==> src/rtl/cnn1d_pkg.sv <==
// Shared types for the 1-D CNN blocks.
// Holds the frame controller state encoding.
package cnn1d_pkg;

  typedef enum logic [1:0] {
    IDLE  = 2'd0,
    CLEAR = 2'd1,
    RUN   = 2'd2,
    DONE  = 2'd3
  } conv1d_ctrl_state_t;

endpackage

==> src/rtl/conv1d_frame_ctrl.sv <==
// Frame sequencer for conv1d_layer: clears the window, gates frame_len samples in,
// drops the warm-up results and tags each emitted result with index and last.
module conv1d_frame_ctrl
  import cnn1d_pkg::*;
#(
  parameter int NUM_FILTERS = 32,
  parameter int FILTER_SIZE = 5,
  parameter int LEN_WIDTH   = 16
) (
  input  logic                   clk,
  input  logic                   rst,
  input  logic                   start,
  input  logic [LEN_WIDTH-1:0]   frame_len,
  input  logic                   abort,
  output logic                   busy,
  output logic                   done,
  output logic                   err,
  input  logic                   src_valid,
  output logic                   src_ready,
  output logic                   layer_valid_in,
  input  logic                   layer_ready_in,
  output logic                   layer_clear,
  input  logic [NUM_FILTERS-1:0] layer_valid_out,
  output logic                   layer_ready_out,
  output logic                   dst_valid,
  input  logic                   dst_ready,
  output logic [LEN_WIDTH-1:0]   dst_index,
  output logic                   dst_last
);

  localparam logic [LEN_WIDTH-1:0] WARMUP = LEN_WIDTH'(FILTER_SIZE - 1);
  localparam logic [LEN_WIDTH-1:0] FSIZE  = LEN_WIDTH'(FILTER_SIZE);

  // Handshakes: a transfer happens on a cycle where valid and ready are both high.
  conv1d_ctrl_state_t state, state_nxt;
  logic                 abort_q, abort_nxt;
  logic                 err_nxt;
  logic                 latch_len;
  logic [LEN_WIDTH-1:0] len_q;
  logic [LEN_WIDTH-1:0] in_cnt;
  logic [LEN_WIDTH-1:0] out_cnt;

  logic in_run, in_gate, all_v, discard, in_inc, out_inc;

  assign in_run  = (state == RUN);
  assign in_gate = (in_cnt < len_q);
  assign all_v   = &layer_valid_out;
  assign discard = (out_cnt < WARMUP);

  assign busy        = (state != IDLE);
  assign layer_clear = (state == CLEAR);
  assign done        = (state == DONE);

  assign layer_valid_in  = in_run & src_valid & in_gate;
  assign src_ready       = in_run & layer_ready_in & in_gate;
  assign layer_ready_out = in_run & (discard | dst_ready);
  assign dst_valid       = in_run & all_v & ~discard;
  // Wraps during warm-up; only meaningful while dst_valid is high.
  assign dst_index       = out_cnt - WARMUP;
  assign dst_last        = dst_valid & (dst_index == (len_q - FSIZE));

  assign in_inc  = layer_valid_in & layer_ready_in;
  assign out_inc = in_run & all_v & layer_ready_out;

  always_comb begin
    state_nxt = state;
    abort_nxt = abort_q;
    err_nxt   = 1'b0;
    latch_len = 1'b0;
    case (state)
      IDLE: begin
        if (abort) begin
          state_nxt = IDLE;
        end else if (start) begin
          if (frame_len < FSIZE) begin
            err_nxt = 1'b1;
          end else begin
            latch_len = 1'b1;
            abort_nxt = 1'b0;
            state_nxt = CLEAR;
          end
        end
      end
      CLEAR: begin
        if (abort) begin
          abort_nxt = 1'b1;
          state_nxt = CLEAR;
        end else if (abort_q) begin
          abort_nxt = 1'b0;
          state_nxt = IDLE;
        end else begin
          state_nxt = RUN;
        end
      end
      RUN: begin
        if (abort) begin
          abort_nxt = 1'b1;
          state_nxt = CLEAR;
        end else if (dst_valid & dst_ready & dst_last) begin
          state_nxt = DONE;
        end
      end
      DONE: begin
        if (abort) begin
          abort_nxt = 1'b1;
          state_nxt = CLEAR;
        end else begin
          state_nxt = IDLE;
        end
      end
      default: state_nxt = IDLE;
    endcase
  end

  always_ff @(posedge clk or posedge rst) begin
    if (rst) begin
      state   <= IDLE;
      abort_q <= 1'b0;
      err     <= 1'b0;
      len_q   <= '0;
      in_cnt  <= '0;
      out_cnt <= '0;
    end else begin
      state   <= state_nxt;
      abort_q <= abort_nxt;
      err     <= err_nxt;
      if (latch_len) len_q <= frame_len;
      if (state == CLEAR) begin
        in_cnt  <= '0;
        out_cnt <= '0;
      end else begin
        if (in_inc)  in_cnt  <= in_cnt + 1'b1;
        if (out_inc) out_cnt <= out_cnt + 1'b1;
      end
    end
  end

endmodule

==> config.mk <==
export PLATFORM = sky130hd
export DESIGN_NAME = conv1d_frame_ctrl
export DESIGN_NICKNAME = d
export VERILOG_FILES = /design/src/rtl/cnn1d_pkg.sv /design/src/rtl/conv1d_frame_ctrl.sv
export SDC_FILE = /design/constraint.sdc
export NUM_CORES = 1
export LEC_CHECK = 0
export CORE_MARGIN = 8
export CORE_UTILIZATION = 57
export CTS_BUF_LIST = sky130_fd_sc_hd__clkbuf_4
export DETAILED_ROUTE_END_ITERATION = 12
export GPL_TIMING_DRIVEN = 0
export PLACE_DENSITY = 0.94
export SYNTH_ARGS = -nofsm -noshare
export SYNTH_HDL_FRONTEND = slang
export SYNTH_SLANG_ARGS = --single-unit
export TNS_END_PERCENT = 1
==> constraint.sdc <==
create_clock -name clk -period 7.75 [get_ports clk]
set_clock_uncertainty 0.15 [all_clocks]
set_input_delay 1.1625 -clock clk [delete_from_list [all_inputs] [get_ports clk]]
set_output_delay 1.1625 -clock clk [all_outputs]
set_load 0.005 [all_outputs]
**Yosys cells after proc, flatten, opt, wreduce, memory -nomap -nowiden**

Index checks and enable logic that the tools add are counted.
W data, S select, Z words.

- Register bits after elaboration: 52
- Input port bits: 55
- Output and inout bits: 25
- Word-level logic and storage cells: 73

- Add/subtract/negate cells: 4
- $lt $le $gt $ge: 3
- Equal/unequal tests: 11
- Multiplexer cells: 27
- Bitwise logic cells: 14
- Reductions and logical operators: 8

Operators by type and width:

| kind | number |
|---|---|
| $mux W16 | 4 |
| $add A16 B1 Y16 const B | 2 |
| $lt A16 B3 Y1 const B | 2 |
| $reduce_and A32 Y1 | 1 |
| $sub A16 B3 Y16 const B | 2 |
| $eq A16 B16 Y1 | 1 |
| $lt A16 B16 Y1 | 1 |
| $mux W1 | 14 |
| $mux W2 | 7 |
| $and A1 B1 Y1 | 12 |
| $pmux W2 S4 | 1 |
| $ne A2 B2 Y1 const B | 3 |
| $ne A3 B3 Y1 const B | 2 |
| $reduce_bool A2 Y1 | 3 |
| $eq A2 B2 Y1 const B | 2 |
| $reduce_and A4 Y1 | 1 |
| $ne A3 B2 Y1 const B | 1 |
| $pmux W1 S3 | 1 |
| $reduce_and A3 Y1 | 1 |
| $eq A2 B1 Y1 const B | 1 |
| $logic_not A2 Y1 | 1 |
| $ne A2 B1 Y1 const B | 1 |
| $reduce_or A2 Y1 | 1 |
| $not A1 Y1 | 1 |
| $or A1 B1 Y1 | 1 |

**Depth between registers and ports, before layout**

Gate-level depths: netlist of the first run.

- Depth in word-level cells: 8
- Gate-level depth with buffers: 11
- Gate-level depth less buffers: 9

**Worst setup path before layout of the first run**

No wires, ideal clock.

- Path type: input to output
- Start: input layer_valid_out[14]
- End: output dst_last
- Arrival: 2.644 ns
- Data required time: 6.438 ns
- Setup slack: 3.793 ns
- Cell stages on the path: 6
- Buffers on the path: 0
- Cell sequence: nand4_1 nor4_1 o2111ai_1 nor4_1 or4b_4 nor4_2

- Word-level cells in the longest chain between the ends: 4

Ends and longest elaborated chain:

| what | RTL line | text |
|---|---|---|
| start: declaration | conv1d_frame_ctrl.sv:23 | `input logic [NUM_FILTERS-1:0] layer_valid_out,` |
| $reduce_and A32 Y1 | conv1d_frame_ctrl.sv:47 | `assign all_v = &layer_valid_out;` |
| $and A1 B1 Y1 (2 in a row) | conv1d_frame_ctrl.sv:57 | `assign dst_valid = in_run & all_v & ~discard;` |
| $and A1 B1 Y1 | conv1d_frame_ctrl.sv:60 | `assign dst_last = dst_valid & (dst_index == (len_q - FSIZE));` |
| end: declaration | conv1d_frame_ctrl.sv:28 | `output logic dst_last` |

No other way between the ends.

**Final worst setup path of the first run**

- Start: input layer_valid_out[15]
- End: output dst_last

The elaborated chain is that of the path after synthesis.

==> impl_metrics.csv, run 1 <==
group,metric,value,unit
critical_path,critPathSlowestCell,"clkdlybuf4s50_1",
routing,drtPass1Iterations,5,
timing,rsz0062_at_grt,"false",
clock_network,cts_resizes,0,
timing,finalSetupTns,0,ps
power,switching_share,34.4,%
critical_path,cp-end-kind,"primary output",
power,power.net_switching,0.356,mW
routing,post_drt_wl_per_cell,18.5,um
global_route,global_route.usage.total,21.5,%
critical_path,worst-r2r-setup-slack,4330,ps
timing,report.final.slew_viol_count,0,
timing,max-slew-margin-rel,40.2,%
layout,num-fill-cells,412,
critical_path,cp_cell_sequence,"clkdlybuf4s50_1, nand4_1, nor4_1, o2111ai_1, nor4_1, or4b_4, nor4_2, clkdlybuf4s50_1",
critical_path,r2r-end,"out_cnt[5]",
power,power_per_cell_area,215,nW/um2
routing,route.final.wire_length,10.4,mm
power,irDropWorstVdd,203,uV
global_route,first_global_vias,3435,
clock_network,clk_pin_slew_worst_paths,160,ps
power,combinationalPowerShare,41.5,%
min_path,holdPathStages,1,
timing,timing.final.setup_violations,0,
layout,layout.cells.most_common,"clkdlybuf4s50_1",
layout,antenna_diode_count,0,
min_path,hold-path-endpoint,"len_q[15]",
placement,port_buffers,79,
floorplanning,boundaryPins,80,
clock_network,clock_tree.htree_level_count,2,
power,totalPowerFinal,1.03,mW
flow_run,cap_violations,0,
timing,final_hold_viol_count,0,
timing,final.min_clock_period,5500,ps
min_path,min_from,"len_q[15]",
clock_network,cts_bufs_inserted,5,
power,leakage_power_figure,2.19,nW
yosys,ys.warnings.count,0,
floorplanning,start_util,59.3,%
layout,stdcell_area,4820,um2
layout,area_delta_synth_final,27.3,%
critical_path,regToRegStartpoint,"out_cnt[2]",
critical_path,timing.critical_path.fanout_max,2,
power,power_frac_seq,36.7,%
status,status,"completed",
yosys,mappedNetlistNets,473,
clock_network,clock_tree.root_cell,"clkbuf_4",
clock_network,clkLatencyLatePin,400,ps
floorplanning,dieWidth,97.5,um
power,power_frac_clock,21.7,%
global_route,grt_first_pass_wirelength,17.1,mm
yosys,synthesis.area_per_instance,9.51,um2
floorplanning,core_region_area,6390,um2
layout,layout.cells.most_common_list,"clkdlybuf4s50_1, dfrtp_1, xnor2_1",
routing,antenna_left,0,
floorplanning,std_cell_rows,29,
yosys,synth_ff_type,"dfrtp_1",
clock_network,clk_path_buf_depth,2,
power,internal_power,0.678,mW
yosys,synth-seq-cells,52,
yosys,async_flop_share,100,%
routing,post-route-drc-count,0,
min_path,min-delay-path-class,"reg2reg",
yosys,mappedNetlistArea,3790,um2
layout,finish.net_count,560,
timing,fmaxAchievable,0.182,GHz
global_route,grt_start_max_net_pins,42,
yosys,synthCells,398,
critical_path,reg2reg_depth,11,
global_route,global_route.overflow_total,0,
critical_path,cp_data_required_time,6440,ps
critical_path,worst_ep_arrival_time,4190,ps
timing,min_period_over_period,71.0,%
routing,drt_iter0_drc,251,
yosys,post_synth_num_cell_types,52,
yosys,synth-edff-count,0,
critical_path,timing_worst_setup_path_type,"in2out",
yosys,synth_seq_area_share,34.4,%
layout,layout.core_utilization,75.5,%
floorplanning,floorplan.die_area,9510,um2
floorplanning,die_height,97.5,um
layout,fraction_of_final_layout_cells_sized_beyond_drive_strength_1,8.85,%
global_route,antenna_violations_before_repair,0,
critical_path,cp-start-kind,"input port",
routing,via_count,3489,
routing,via_per_inst,6.20,
placement,placement.cell_area,4690,um2
clock_network,cts.hold.buffers_added,0,
clock_network,post-cts-setup-buffer-count,0,
clock_network,cts_tree,"yes",
critical_path,critPathMaxStageDelay,580,ps
placement,place_hpwl,8.21,mm
clock_network,tritoncts_num_sinks,52,
placement,replace_congestion,0.900,
timing,max_slew.worst_pin.slew,892,ps
-- cells by family (layout without fill, tap and decap cells) --
logic type,count (synthesis),in the layout,synth area share (%)
AOI/OAI and AO/OA,61,61,10.4
xor gates and xnor gates,44,44,13.2
DFF,52,52,34.4
adders and majority gates,20,20,6.61
muxes,24,24,6.87
and+or+nand+nor,154,154,23.6
buffers and inverters,43,131,4.99
-- cell type report --
| type | count | area (um2) | share of cell area, % |
|---|---|---|---|
| Inverter | 29 | 109 | 2.26 |
| Multi-Input combinational cell | 303 | 2300 | 47.6 |
| Timing Repair Buffer | 80 | 811 | 16.8 |
| Clock inverter | 3 | 90.1 | 1.87 |
| Buffer | 14 | 80.1 | 1.66 |
| Sequential cell | 52 | 1300 | 27.0 |
| Tap cell | 77 | 96.3 | 2.00 |
| Clock buffer | 5 | 37.5 | 0.779 |
-- cells in the mapped netlist (all sizes together), types with 15 or more instances --
| master | n | area (um2) |
|---|---|---|
| a21oi | 17 | 85.1 |
| xnor2 | 30 | 270 |
| nand4 | 21 | 131 |
| dfrtp | 52 | 1300 |
| o21ai | 15 | 75.1 |
| ha | 20 | 250 |
| mux2 | 16 | 180 |
| nor2 | 28 | 105 |
| nand3 | 16 | 85.1 |
| nand2 | 24 | 90.1 |
| inv | 28 | 105 |
-- power by group through the flow --
stage / combinational [mW] / clock, mW / sequential, mW
global placement: 0.400 / 0 / 0.376
detailed placement: 0.425 / 0 / 0.383
floorplan: 0.309 / 0 / 0.363
global route: 0.469 / 0.238 / 0.388
finish: 0.429 / 0.225 / 0.380
CTS: 0.429 / 0.225 / 0.377
-- critical path: cells and delay by family --
family / cells / cell delay [ps]
and+or+nand+nor: 5 / 1680
AOI/OAI and AO/OA: 1 / 290
buffers and inverters: 2 / 1050
-- sequential cells by signal, indices dropped and copies added (netlist names) --
register,count
in_cnt,16
state,2
err,1
abort_q,1
len_q,16
out_cnt,16
-- how the worst max path moves through the flow --
stage	cells past startpoint	slack [ps]	end	startpoint
2_1_floorplan	6	3790	dst_last	layer_valid_out[14]
3_3_place_gp	8	2330	dst_last	layer_valid_out[30]
3_5_place_dp	8	2230	dst_last	layer_valid_out[15]
4_1_cts	8	2230	dst_last	layer_valid_out[15]
5_1_grt	8	2000	dst_last	layer_valid_out[15]
6_report	8	2250	dst_last	layer_valid_out[15]
-- stage by stage --
stage / hold slack [ps] / setup WS, ps / instances
after floorplan: 321 / 3790 / 398
after global placement: 338 / 2330 / 554
after detailed placement: 350 / 2230 / 555
after CTS: 385 / 2230 / 563
after global routing: 408 / 2000 / 563
final: 387 / 2250 / 563
-- metal layers --
metal | vias to the layer above | track usage (%) | routed length [um]
met3 | 11 | 4.20 | 651
met1 | 1704 | 27.4 | 4610
met4 | 0 | 5.24 | 123
met5 | - | 0 | 0
met2 | 155 | 36.1 | 5020
li1 | 1619 | - | -
(Power assumes the default switching activity.)
==> run 2: changes to the inputs <==
CORE_UTILIZATION = 53   (was 57)
PLACE_DENSITY = 0.89   (was 0.94)
clock period = 5.4 ns   (was 7.75 ns; I/O delays follow)
==> impl_metrics.csv, run 2 (synthesized netlist as in run 1, its figures left out) <==
group,metric,value,unit
status,status,"completed",
critical_path,reg2reg_depth,11,
layout,fraction_of_final_layout_cells_sized_beyond_drive_strength_1,8.85,%
clock_network,cts_resizes,0,
global_route,groute.layer.met3.usage,4.49,%
clock_network,clk_pin_slew_worst_paths,160,ps
layout,registers_with_the_most_flip_flops,"in_cnt: 16 flops, len_q: 16 flops, out_cnt: 16 flops",
floorplanning,core_region_area,7100,um2
timing,timing.final.setup_violations,0,
critical_path,cp_data_required_time,4440,ps
layout,layout.cells.most_common_list,"clkdlybuf4s50_1, dfrtp_1, xnor2_1",
timing,max-slew-margin-rel,39.4,%
clock_network,clkLatencyLatePin,380,ps
placement,place_hpwl,8.16,mm
power,irDropWorstVdd,210,uV
placement,replace_congestion,0.923,
timing,min_period_over_period,90.4,%
critical_path,worst_ep_arrival_time,3920,ps
global_route,gr-max-usage-layer,"met2",
layout,finish.net_count,560,
clock_network,cts_tree,"yes",
routing,drtPass1Iterations,5,
global_route,grt_start_max_net_pins,33,
layout,area_delta_synth_final,26.3,%
critical_path,timing_worst_setup_path_type,"reg2out",
global_route,global_route.overflow_total,0,
critical_path,timing.critical_path.fanout_max,7,
floorplanning,boundaryPins,80,
clock_network,post-cts-setup-buffer-count,0,
flow_run,cap_violations,0,
global_route,globalRouteMet2Util,34.5,%
clock_network,clk_path_buf_depth,2,
critical_path,critPathSlowestCell,"clkdlybuf4s50_1",
min_path,holdPathStages,1,
timing,rsz0062_at_grt,"false",
critical_path,cp_cell_sequence,"inv_1, ha_1, nor4b_4, nand3_2, xnor2_2, xnor3_1, or4_1, nor4_2, clkdlybuf4s50_1",
clock_network,tritoncts_num_sinks,52,
routing,via_count,3463,
floorplanning,dieWidth,101,um
critical_path,critPathMaxStageDelay,590,ps
timing,fmaxAchievable,0.205,GHz
layout,layout.cells.most_common,"clkdlybuf4s50_1",
layout,antenna_diode_count,0,
floorplanning,start_util,53.3,%
routing,drt_iter0_drc,220,
min_path,min-delay-path-class,"reg2reg",
global_route,global_route.usage.total,20.3,%
placement,port_buffers,79,
routing,post_drt_wl_per_cell,17.3,um
timing,report.final.slew_viol_count,0,
routing,post-route-drc-count,0,
timing,final_hold_viol_count,0,
power,totalPowerFinal,1.34,mW
routing,route.final.wire_length,10.1,mm
clock_network,clock_tree.root_cell,"clkbuf_4",
global_route,antenna_violations_before_repair,0,
global_route,met1_layer_usage_reported_by_global_route,24.6,%
clock_network,cts.hold.buffers_added,0,
global_route,first_global_vias,3474,
routing,antenna_left,0,
power,power_per_cell_area,280,nW/um2
floorplanning,std_cell_rows,31,
timing,max_slew.worst_pin.slew,887,ps
global_route,grt_first_pass_wirelength,16.6,mm
floorplanning,die_height,101,um
floorplanning,floorplan.die_area,10100,um2
timing,final.min_clock_period,4880,ps
clock_network,cts_bufs_inserted,5,
clock_network,clock_tree.htree_level_count,2,
critical_path,cp-start-kind,"register",
critical_path,cp-end-kind,"primary output",
power,leakage_power_figure,2.16,nW
timing,finalSetupTns,0,ps
routing,via_per_inst,5.92,
[run 2: path summary, 6_finish.rpt]
kind                            start         end  slack (ps)
min in group asynchronous         rst  out_cnt[6]         590
max in group asynchronous         rst    len_q[5]        3970
max                        out_cnt[2]    dst_last         520
max reg2reg                out_cnt[2]  out_cnt[5]        2030
min reg2reg                   abort_q     abort_q         380
min                           abort_q     abort_q         380
[run 2: final cells by class]
class / instances / area, um2
Multi-Input combinational cell: 303 / 2300
Buffer: 14 / 80.1
Clock inverter: 2 / 16.3
Clock buffer: 6 / 45.0
Inverter: 29 / 109
Timing Repair Buffer: 80 / 811
Tap cell: 99 / 124
Fill cell: 561 / 2320
Sequential cell: 52 / 1300
[run 2: per-stage QoR]
step                utilization [%]  setup WS [ps]  instance area (um2)  hold slack, ps  std cells
floorplan                         -           1900                 3790             321        398
global placement               66.2            712                 4700             338        576
detailed placement             66.5            631                 4720             356        577
CTS                            67.4            544                 4780             390        585
global route                   67.4            306                 4780             420        585
finish                         67.4            517                 4780             383        585
[run 2: metal layers]
layer | share of wire (%) | routed length [um]
met3 | 7.5 | 758
met5 | 0 | 0
met2 | 47 | 4740
met4 | 2.5 | 250
met1 | 43 | 4350
[run 2: where the power goes]
group | leakage [nW] | internal, mW | total [mW] | switching, mW
Combinational | 1.44 | 0.321 | 0.607 | 0.285
Clock | 0.0319 | 0.0572 | 0.188 | 0.131
Sequential | 0.687 | 0.461 | 0.543 | 0.0817
Total | 2.16 | 0.840 | 1.34 | 0.497
[run 2: worst max-delay path, delay by kind of cell, from the launching register on]
family / cells / cell delay, ps
xor+xnor: 2 / 550
buf+inv: 2 / 740
flops: 1 / 500
simple gates: 4 / 1500
fa+ha+maj: 1 / 270
==> run 3: changes to the inputs <==
CAP_MARGIN = 20   (was default)
==> results of run 3 <==
The final DEF is identical to that of run 2; final timing and power are the same.
